==> src/rtl/seq_alu_if.sv <==
// Request/response bundle for seq_alu: operands and opcode in, results and done pulse out.
// Master drives requests (in_valid, A, B, Cin, OP); slave answers with in_ready and the result fields.
interface seq_alu_if #(
    parameter int WIDTH = 16
);
    logic             in_valid;
    logic             in_ready;
    logic [WIDTH-1:0] A;
    logic [WIDTH-1:0] B;
    logic             Cin;
    logic [3:0]       OP;
    logic [WIDTH-1:0] C;
    logic [WIDTH-1:0] C_hi;
    logic             Cout;
    logic             done;

    // A request is taken on a rising edge where in_valid and in_ready are both 1; nothing is queued while busy.
    modport master (
        output in_valid, A, B, Cin, OP,
        input  in_ready, C, C_hi, Cout, done
    );

    modport slave (
        input  in_valid, A, B, Cin, OP,
        output in_ready, C, C_hi, Cout, done
    );
endinterface

==> src/rtl/seq_alu.sv <==
// Sequential ALU: single-cycle arithmetic/logic ops, bit-serial shifts, shift-add multiply.
// Results stay on C/C_hi/Cout until the next done pulse.
module seq_alu #(
    parameter int WIDTH = 16,
    parameter int SHW   = 4
) (
    input  logic       clk,
    input  logic       reset,
    seq_alu_if.slave   bus,
    output logic [1:0] dbg_state
);
    localparam int CW   = SHW + 1;
    localparam int HALF = WIDTH / 2;

    localparam logic [3:0] OP_ADD  = 4'd0;
    localparam logic [3:0] OP_SUB  = 4'd1;
    localparam logic [3:0] OP_ID   = 4'd2;
    localparam logic [3:0] OP_NAND = 4'd3;
    localparam logic [3:0] OP_NOR  = 4'd4;
    localparam logic [3:0] OP_XNOR = 4'd5;
    localparam logic [3:0] OP_NOT  = 4'd6;
    localparam logic [3:0] OP_AND  = 4'd7;
    localparam logic [3:0] OP_OR   = 4'd8;
    localparam logic [3:0] OP_XOR  = 4'd9;
    localparam logic [3:0] OP_LRS  = 4'd10;
    localparam logic [3:0] OP_ARS  = 4'd11;
    localparam logic [3:0] OP_RR   = 4'd12;
    localparam logic [3:0] OP_LLS  = 4'd13;
    localparam logic [3:0] OP_MUL  = 4'd14;
    localparam logic [3:0] OP_LHI  = 4'd15;

    typedef enum logic [1:0] {
        IDLE  = 2'd0,
        SHIFT = 2'd1,
        MUL   = 2'd2
    } state_t;

    state_t           state_q, state_d;
    logic [WIDTH-1:0] c_q, c_d, c_hi_q, c_hi_d;
    logic             cout_q, cout_d, done_q, done_d;
    logic [WIDTH-1:0] work_q, work_d, acc_q, acc_d, mcand_q, mcand_d;
    logic [3:0]       op_q, op_d;
    logic [CW-1:0]    cnt_q, cnt_d;

    logic             accept;
    logic [CW-1:0]    amount;
    logic [WIDTH:0]   add_res, sub_res, mul_sum;
    logic [WIDTH-1:0] logic_res, shift_step, mul_lo;

    assign accept = bus.in_valid && (state_q == IDLE);
    assign amount = {1'b0, bus.B[SHW-1:0]};

    assign add_res = {1'b0, bus.A} + {1'b0, bus.B} + {{WIDTH{1'b0}}, bus.Cin};
    assign sub_res = {1'b0, bus.A} - {1'b0, bus.B} - {{WIDTH{1'b0}}, bus.Cin};

    // Shift-add step: conditionally add the multiplicand, then shift {acc, work} right one bit.
    assign mul_sum = {1'b0, acc_q} + (work_q[0] ? {1'b0, mcand_q} : {(WIDTH+1){1'b0}});
    assign mul_lo  = {mul_sum[0], work_q[WIDTH-1:1]};

    always_comb begin
        logic_res = '0;
        case (bus.OP)
            OP_ID:   logic_res = bus.A;
            OP_NAND: logic_res = ~(bus.A & bus.B);
            OP_NOR:  logic_res = ~(bus.A | bus.B);
            OP_XNOR: logic_res = ~(bus.A ^ bus.B);
            OP_NOT:  logic_res = ~bus.A;
            OP_AND:  logic_res = bus.A & bus.B;
            OP_OR:   logic_res = bus.A | bus.B;
            OP_XOR:  logic_res = bus.A ^ bus.B;
            OP_LHI:  logic_res = {bus.B[HALF-1:0], {HALF{1'b0}}};
            default: logic_res = '0;
        endcase
    end

    always_comb begin
        shift_step = work_q;
        case (op_q)
            OP_LRS:  shift_step = {1'b0, work_q[WIDTH-1:1]};
            OP_ARS:  shift_step = {work_q[WIDTH-1], work_q[WIDTH-1:1]};
            OP_RR:   shift_step = {work_q[0], work_q[WIDTH-1:1]};
            OP_LLS:  shift_step = {work_q[WIDTH-2:0], 1'b0};
            default: shift_step = work_q;
        endcase
    end

    always_comb begin
        state_d = state_q;
        c_d     = c_q;
        c_hi_d  = c_hi_q;
        cout_d  = cout_q;
        done_d  = 1'b0;
        work_d  = work_q;
        acc_d   = acc_q;
        mcand_d = mcand_q;
        op_d    = op_q;
        cnt_d   = cnt_q;
        case (state_q)
            IDLE: begin
                if (accept) begin
                    op_d = bus.OP;
                    case (bus.OP)
                        OP_ADD: begin
                            c_d    = add_res[WIDTH-1:0];
                            cout_d = add_res[WIDTH];
                            c_hi_d = '0;
                            done_d = 1'b1;
                        end
                        OP_SUB: begin
                            c_d    = sub_res[WIDTH-1:0];
                            cout_d = sub_res[WIDTH];
                            c_hi_d = '0;
                            done_d = 1'b1;
                        end
                        OP_LRS, OP_ARS, OP_RR, OP_LLS: begin
                            if (amount == '0) begin
                                c_d    = bus.A;
                                c_hi_d = '0;
                                cout_d = 1'b0;
                                done_d = 1'b1;
                            end else begin
                                work_d  = bus.A;
                                cnt_d   = amount;
                                state_d = SHIFT;
                            end
                        end
                        OP_MUL: begin
                            work_d  = bus.B;
                            mcand_d = bus.A;
                            acc_d   = '0;
                            cnt_d   = CW'(WIDTH);
                            state_d = MUL;
                        end
                        default: begin
                            c_d    = logic_res;
                            c_hi_d = '0;
                            cout_d = 1'b0;
                            done_d = 1'b1;
                        end
                    endcase
                end
            end
            SHIFT: begin
                work_d = shift_step;
                cnt_d  = cnt_q - 1'b1;
                if (cnt_q == CW'(1)) begin
                    c_d     = shift_step;
                    c_hi_d  = '0;
                    cout_d  = 1'b0;
                    done_d  = 1'b1;
                    state_d = IDLE;
                end
            end
            MUL: begin
                acc_d  = mul_sum[WIDTH:1];
                work_d = mul_lo;
                cnt_d  = cnt_q - 1'b1;
                if (cnt_q == CW'(1)) begin
                    c_d     = mul_lo;
                    c_hi_d  = mul_sum[WIDTH:1];
                    cout_d  = 1'b0;
                    done_d  = 1'b1;
                    state_d = IDLE;
                end
            end
            default: state_d = IDLE;
        endcase
    end

    always_ff @(posedge clk or posedge reset) begin
        if (reset) begin
            state_q <= IDLE;
            c_q     <= '0;
            c_hi_q  <= '0;
            cout_q  <= 1'b0;
            done_q  <= 1'b0;
            work_q  <= '0;
            acc_q   <= '0;
            mcand_q <= '0;
            op_q    <= '0;
            cnt_q   <= '0;
        end else begin
            state_q <= state_d;
            c_q     <= c_d;
            c_hi_q  <= c_hi_d;
            cout_q  <= cout_d;
            done_q  <= done_d;
            work_q  <= work_d;
            acc_q   <= acc_d;
            mcand_q <= mcand_d;
            op_q    <= op_d;
            cnt_q   <= cnt_d;
        end
    end

    assign bus.in_ready = (state_q == IDLE);
    assign bus.C        = c_q;
    assign bus.C_hi     = c_hi_q;
    assign bus.Cout     = cout_q;
    assign bus.done     = done_q;
    assign dbg_state    = state_q;
endmodule

==> src/flat_wrapper.sv <==
// flat-port wrapper written by rule: the top's interface ports become plain ports
module seq_alu_flat 
#(
    parameter int WIDTH = 16,
    parameter int SHW   = 4
)
  (clk, reset, dbg_state, bus_in_valid, bus_A, bus_B, bus_Cin, bus_OP, bus_in_ready, bus_C, bus_C_hi, bus_Cout, bus_done);
  seq_alu_if #(.WIDTH(WIDTH)) bus_i ();
  input  logic clk;
  input  logic reset;
  output logic [1:0] dbg_state;
  input wire logic [$bits(bus_i.in_valid)-1:0] bus_in_valid;
  input wire logic [$bits(bus_i.A)-1:0] bus_A;
  input wire logic [$bits(bus_i.B)-1:0] bus_B;
  input wire logic [$bits(bus_i.Cin)-1:0] bus_Cin;
  input wire logic [$bits(bus_i.OP)-1:0] bus_OP;
  output wire logic [$bits(bus_i.in_ready)-1:0] bus_in_ready;
  output wire logic [$bits(bus_i.C)-1:0] bus_C;
  output wire logic [$bits(bus_i.C_hi)-1:0] bus_C_hi;
  output wire logic [$bits(bus_i.Cout)-1:0] bus_Cout;
  output wire logic [$bits(bus_i.done)-1:0] bus_done;
  assign bus_i.in_valid = bus_in_valid;
  assign bus_i.A = bus_A;
  assign bus_i.B = bus_B;
  assign bus_i.Cin = bus_Cin;
  assign bus_i.OP = bus_OP;
  assign bus_in_ready = bus_i.in_ready;
  assign bus_C = bus_i.C;
  assign bus_C_hi = bus_i.C_hi;
  assign bus_Cout = bus_i.Cout;
  assign bus_done = bus_i.done;
  seq_alu #(.WIDTH(WIDTH), .SHW(SHW)) u_core (.clk(clk), .reset(reset), .bus(bus_i), .dbg_state(dbg_state));
endmodule
==> config.mk <==
export PLATFORM = sky130hd
export DESIGN_NAME = seq_alu_flat
export DESIGN_NICKNAME = d
export VERILOG_FILES = /design/src/rtl/seq_alu_if.sv /design/src/rtl/seq_alu.sv /design/src/flat_wrapper.sv
export SDC_FILE = /design/constraint.sdc
export NUM_CORES = 1
export LEC_CHECK = 0
export CORE_ASPECT_RATIO = 0.5
export CORE_MARGIN = 3
export CORE_UTILIZATION = 40
export CTS_BUF_LIST = sky130_fd_sc_hd__clkbuf_8
export DETAILED_ROUTE_END_ITERATION = 10
export GPL_TIMING_DRIVEN = 0
export SYNTH_ARGS = -nofsm -noshare
export SYNTH_HDL_FRONTEND = slang
export SYNTH_SLANG_ARGS = --single-unit
==> constraint.sdc <==
create_clock -name clk -period 4.36 [get_ports clk]
set_clock_uncertainty 0.1 [all_clocks]
set_input_delay 0.872 -clock clk [delete_from_list [all_inputs] [get_ports clk]]
set_output_delay 0.872 -clock clk [all_outputs]
set_load 0.01 [all_outputs]
==> reports/results.ini, run 1 <==
[status]
outcome = finished, violations left
violations = negative setup slack

[floorplan]
design.die.area_mm2 = 0.02371
pin_count = 77
core_mm2 = 0.02097
die_y_um = 110.4
row_count = 37
die_w_um = 214.8
start_util_pct = 41.57

[power]
ir_worst_vdd_mv = 0.2129
cellLeakagePower_nw = 4.418
pwr_density_cell_mw_per_mm2 = 456.0
power_mw = 4.582

[routing]
drc = 0
wl_per_cell_um = 22.27
via_per_inst = 6.022
ant_nets = 0
wl_um = 32870
firstDrtPassIters = 6
drtIter0Drc = 988
routed-via-count = 8888

[cells_and_area]
utilization_pct = 47.91
diodes = 0
area_delta_synth_final_pct = 15.24
fillers = 2102
layout.cells.non_filler = 1476
layout.nets = 1309
layout-drive-gt1-share_pct = 5.236

[synth]
synth_seq_cells = 93
synth-edff-count = 0
synth_nets = 1223
yosysUniqueCellTypes = 76
synth_compound_area_share_pct = 27.77
yosysSeqAreaShare_pct = 26.69
syn_area_mm2 = 0.008718
ys.flop_type = dfrtp_1
ys_async_sr_fraction_pct = 100.0
synthAdderAreaFrac_pct = 13.20
syn_inst = 1094
synth.area.mux_share_pct = 4.808
synth_xor_area_share_pct = 4.506
ys_warn_count = 0
synth_top_family_by_area = compound AO/OA/AOI/OAI gates
avgSynthCellArea_um2 = 7.969
yosys.area_share.simple_pct = 16.33

[cts]
root_buffer = clkbuf_8
cts_made_buffers = 9
cts_hold_buf = 0
clock_latency_ns = 0.39
cts_tree = yes
cts_max_level = 3
clock_path_buffers = 2
clock-sinks = 93
clkTransAtPathRegs_ns = 0.09

[global_route]
antenna_found_initial = 0
grt_start_max_net_pins = 49
grt_overflow = 0
grt_usage_pct = 27.54
grt_pass1_vias = 8365
grt_pass1_wl_um = 49740

[timing]
fin_crit_sh_pct = 101.5
relSlewSlack_pct = 11.97
fin_ws_ns = -0.06731
setup_viol = 1
fin_hold_ws_ns = 0.3755
hold_viol = 0
period_minus_slack_ns = 4.427
worst_pin_slew_ns = 1.308
drv_slew = 0
fmaxAchievable_mhz = 225.9

[worst_setup_path]
cp_data_arrival_time_ns = 4.59
regToRegStartpoint = u_core.cnt_q[1]$_DFFE_PP0P_
worstSetupPathType = in -> reg
reg2reg_to = u_core.bus.C[9]$_DFFE_PP0P_
cp-end-kind = flip-flop
start_kind = primary input
cp.required_ns = 4.52
cp_max_fo = 5
r2r.worst_path.cells = 10
reg2reg_slack_ns = 0.91

[place]
numPlacedInstances = 1461
hpwl_um = 25340
post-place-ws_ns = -0.5346
place.gp.congestion = 1.009
numPortBuffers = 74

[run]
drv_cap = 0

[min_path]
min_path_type = reg -> reg
min_from = u_core.mcand_q[7]$_DFFE_PP0P_
whs_path_depth = 2
hold_end = u_core.mcand_q[7]$_DFFE_PP0P_

[sequential cells by signal, summed over array words and instances (netlist names), 2 cells and up]
register,count
u_core.work_q,16
u_core.acc_q,16
u_core.bus.C,16
u_core.cnt_q,5
u_core.op_q,4
u_core.dbg_state,2
u_core.bus.C_hi,16
u_core.mcand_q,16
[synthesized netlist by cell type, drive strengths merged, types with 4 or more instances]
| cell type | count | area [µm²] |
|---|---|---|
| a211o | 5 | 43.79 |
| a211oi | 25 | 187.7 |
| a21boi | 4 | 30.03 |
| a21o | 10 | 76.32 |
| a21oi | 87 | 435.4 |
| a221oi | 12 | 105.1 |
| a22o | 9 | 78.83 |
| a22oi | 8 | 60.06 |
| a311oi | 8 | 70.07 |
| a31oi | 7 | 43.79 |
| a32oi | 5 | 43.79 |
| a41oi | 6 | 52.55 |
| and2 | 19 | 120.1 |
| and3 | 5 | 31.28 |
| buf | 17 | 82.58 |
| clkbuf | 48 | 200.2 |
| dfrtp | 93 | 2327 |
| fa | 5 | 100.1 |
| ha | 84 | 1051 |
| inv | 79 | 296.5 |
| mux2 | 15 | 168.9 |
| mux2i | 25 | 250.2 |
| nand2 | 124 | 465.5 |
| nand2b | 10 | 62.56 |
| nand3 | 17 | 85.08 |
| nand3b | 4 | 30.03 |
| nor2 | 87 | 331.6 |
| nor2b | 8 | 50.05 |
| nor3 | 18 | 90.09 |
| o211ai | 7 | 52.55 |
| o21a | 6 | 45.04 |
| o21ai | 95 | 475.5 |
| o21bai | 6 | 45.04 |
| o221ai | 4 | 35.03 |
| o22ai | 16 | 100.1 |
| o31ai | 21 | 157.7 |
| or2 | 4 | 25.02 |
| or3 | 5 | 31.28 |
| xnor2 | 33 | 296.5 |
| xor2 | 11 | 96.34 |
[kinds of logic after synthesis]
| group | Yosys count |
|---|---|
| muxes | 40 |
| and+or+nand+nor | 314 |
| xor gates and xnor gates | 44 |
| buffers and inverters | 145 |
| DFF | 93 |
| AOI/OAI and AO/OA | 369 |
| adders and majority gates | 89 |
[cells in the final DEF (no fill, tap or decap), drive strengths merged, types with 10 or more instances in the layout]
| master | Yosys | final |
|---|---|---|
| mux2i | 25 | 25 |
| xnor2 | 33 | 33 |
| o21ai | 95 | 95 |
| nand3 | 17 | 17 |
| a211oi | 25 | 25 |
| dfrtp | 93 | 93 |
| and2 | 19 | 19 |
| inv | 79 | 80 |
| nor3 | 18 | 18 |
| clkbuf | 48 | 58 |
| nand2b | 10 | 10 |
| xor2 | 11 | 11 |
| o31ai | 21 | 21 |
| a21oi | 87 | 87 |
| clkdlybuf4s50 | 0 | 73 |
| a21o | 10 | 10 |
| nand2 | 124 | 124 |
| mux2 | 15 | 15 |
| buf | 17 | 18 |
| o22ai | 16 | 16 |
| ha | 84 | 84 |
| nor2 | 87 | 87 |
| a221oi | 12 | 12 |
[what timing repair did]
| action | in CTS | in global routing |
|---|---|---|
| endpoints found under the setup margin | 1 | 3 |
| resized for setup | 1 | 4 |
| setup buffers | 0 | 0 |
| pin swaps | 0 | 0 |
[worst max-delay path, stage by stage]
cell and delay [ns]:
clkdlybuf4s50_1 0.77, inv_1 0.25, ha_1 0.42, a211oi_1 0.38
o21bai_1 0.22, a31o_2 0.29, a311o_1 0.40, a21oi_1 0.29
xnor2_1 0.14, a32oi_2 0.43, o21ai_0 0.13
[worst max-delay path by stage]
| stage | depth (start not counted) | end | slack (ns) | start |
|---|---|---|---|---|
| after floorplan | 1 | u_core.acc_q[0]$_DFFE_PP0P_ | 0.97 | reset |
| after global placement | 2 | u_core.bus.C[7]$_DFFE_PP0P_ | -0.62 | reset |
| after detailed placement | 12 | u_core.bus.Cout$_DFFE_PP0P_ | -0.53 | bus_B[0] |
| after CTS | 11 | u_core.bus.C[11]$_DFFE_PP0P_ | 0.05 | bus_B[1] |
| after global routing | 11 | u_core.bus.C[11]$_DFFE_PP0P_ | -0.03 | bus_B[1] |
| final | 11 | u_core.bus.C[11]$_DFFE_PP0P_ | -0.07 | bus_B[1] |
[metal layers]
metal  share of wire [%]  track usage (%)  vias to the layer above
li1                    -                -                     4087
met3                  11            7.968                       50
met5                   0                0                        -
met1                  46            39.29                     4314
met2                  41            41.58                      437
met4                 1.3            5.690                        0
[cell type report]
type	instances	area [µm²]	area share, %
multi-input combinational	856	5828	58.01
sequential	93	2327	23.16
timing repair buffer	75	767.0	7.634
tap	292	365.4	3.636
inverter	80	302.8	3.014
buffer	65	282.8	2.814
clock buffer	10	137.6	1.370
clock inverter	5	36.28	0.3611
[through the flow]
| step | TNS (ns) | area (µm²) |
|---|---|---|
| detailed placement | -1.504 | 9854 |
| finish | -0.06731 | 10050 |
| global route | -0.02814 | 10050 |
| global placement | -58.87 | 9824 |
| floorplan | 0 | 8718 |
| CTS | 0 | 10030 |
[where the power goes]
group | internal [mW] | switching [mW] | total (mW)
Sequential | 1.14 | 0.217 | 1.35
Clock | 0.221 | 0.332 | 0.553
Combinational | 0.990 | 1.69 | 2.68
Total | 2.35 | 2.24 | 4.58
(Power assumes the default switching activity.)
==> run 2: changes to the inputs <==
--- a/config.mk
+++ b/config.mk
@@ -5,12 +5,15 @@
 export SDC_FILE = /design/constraint.sdc
 export NUM_CORES = 1
 export LEC_CHECK = 0
+export CELL_PAD_IN_SITES_DETAIL_PLACEMENT = 0
+export CELL_PAD_IN_SITES_GLOBAL_PLACEMENT = 1
 export CORE_ASPECT_RATIO = 0.5
 export CORE_MARGIN = 3
 export CORE_UTILIZATION = 40
 export CTS_BUF_LIST = sky130_fd_sc_hd__clkbuf_8
 export DETAILED_ROUTE_END_ITERATION = 10
 export GPL_TIMING_DRIVEN = 0
+export PLACE_DENSITY_LB_ADDON = 0.1
 export SYNTH_ARGS = -nofsm -noshare
 export SYNTH_HDL_FRONTEND = slang
 export SYNTH_SLANG_ARGS = --single-unit
==> reports/results.ini, run 2 (synthesis gave the netlist of run 1 again) <==
[timing]
drv_slew = 0
period_minus_slack_ns = 4.283
setup_viol = 0
relSlewSlack_pct = 20.20
fin_hold_ws_ns = 0.3756
hold_viol = 0
fin_crit_sh_pct = 98.23
fmaxAchievable_mhz = 233.5
worst_pin_slew_ns = 1.186
rsz0062_at_grt = no

[cells_and_area]
diodes = 0
layout-drive-gt1-share_pct = 5.232
area_delta_synth_final_pct = 15.59
mostFrequentLayoutCells = nand2_1, o21ai_0, dfrtp_1
fillers = 2169
layout_commonest_cell = nand2_1
layout.nets = 1309
layout.cells.non_filler = 1477

[routing]
wl_per_cell_um = 22.88
via_per_inst = 5.871
ant_nets = 0
routed-via-count = 8672
wl_um = 33800
drc = 0
drtIter0Drc = 940
firstDrtPassIters = 5

[worst_setup_path]
cp_max_fo = 7
cp-end-kind = flip-flop
worstSetupPathType = in -> reg
cp.required_ns = 4.50
start_kind = primary input
cp_data_arrival_time_ns = 4.42

[cts]
root_buffer = clkbuf_8
clock-sinks = 93
cts_resized = 2
cts_made_buffers = 9
clock_latency_ns = 0.38
cts_setup_buffers = 0
clkTransAtPathRegs_ns = 0.09
clock_path_buffers = 2
cts_tree = yes
cts_hold_buf = 0
cts_max_level = 3

[place]
hpwl_um = 26410
numPortBuffers = 74
place.gp.congestion = 0.9915
numPlacedInstances = 1461

[floorplan]
die_w_um = 214.8
row_count = 37
start_util_pct = 41.57
pin_count = 77
design.die.area_mm2 = 0.02371
core_mm2 = 0.02097
die_y_um = 110.4

[min_path]
min_path_type = reg -> reg

[run]
drv_cap = 0

[global_route]
grt_start_max_net_pins = 57
grt_pass1_wl_um = 50180
antenna_found_initial = 1
grt_pass1_vias = 8170
grt_usage_pct = 28.28
grt_overflow = 0

[power]
cellLeakagePower_nw = 4.461
power_mw = 4.667
ir_worst_vdd_mv = 0.1785
pwr_density_cell_mw_per_mm2 = 463.1

[status]
outcome = complete, no violations

## run 2: power by group
part	internal [mW]	switching [mW]	leakage (nW)	total [mW]
Combinational	0.989	1.69	3.15	2.68
Clock	0.298	0.333	0.107	0.631
Sequential	1.14	0.217	1.20	1.35
Total	2.42	2.24	4.46	4.67
## run 2: worst paths after layout
| path | from | endpoint | slack, ns | cells past startpoint |
|---|---|---|---|---|
| setup / recovery | bus_B[2] | u_core.bus.C[9]$_DFFE_PP0P_ | 0.08 | 10 |
| hold / removal | u_core.mcand_q[8]$_DFFE_PP0P_ | u_core.mcand_q[8]$_DFFE_PP0P_ | 0.38 | 2 |
| setup reg to reg | u_core.cnt_q[1]$_DFFE_PP0P_ | u_core.bus.C[9]$_DFFE_PP0P_ | 0.73 | 10 |
| hold reg to reg | u_core.mcand_q[8]$_DFFE_PP0P_ | u_core.mcand_q[8]$_DFFE_PP0P_ | 0.38 | 2 |
| max in group asynchronous | reset | u_core.bus.C[14]$_DFFE_PP0P_ | 2.73 | 3 |
| min in group asynchronous | reset | u_core.bus.C_hi[4]$_DFFE_PP0P_ | 0.77 | 2 |
## run 2: per-layer routing
metal	wire (µm)	GRT usage, %	vias to the layer above	share of wire (%)
li1	-	-	4099	-
met1	16170	40.63	4192	48
met2	13970	42.63	349	41
met3	3196	7.968	32	9.5
met4	463	5.405	0	1.4
met5	0	0	-	0
## run 2: through the flow
step	TNS, ns	instance area (µm²)	setup WS [ns]	utilization (%)
floorplan	0	8718	0.9677	-
global placement	-53.45	9824	-0.6058	46.85
detailed placement	-2.327	9854	-0.6237	46.99
CTS	0	10070	0.03201	48.02
global route	0	10080	0.006604	48.05
finish	0	10080	0.07699	48.05
## run 2: final cells by class
type,instances,area (µm²),area share (%)
inverter,80,302.8,3.005
tap,292,365.4,3.626
buffer,65,282.8,2.806
clock buffer,11,151.4,1.502
sequential,93,2327,23.09
timing repair buffer,75,768.2,7.624
clock inverter,5,58.81,0.5836
multi-input combinational,856,5821,57.76
## run 2: critical path, stage by stage
cell and delay (ns):
clkdlybuf4s50_1 0.68, nor4_1 0.53, o31a_1 0.31, a21oi_1 0.11
or3_1 0.32, clkbuf_1 0.26, nor2_2 0.42, o211ai_1 0.18
a221oi_1 0.61, nor2_1 0.11
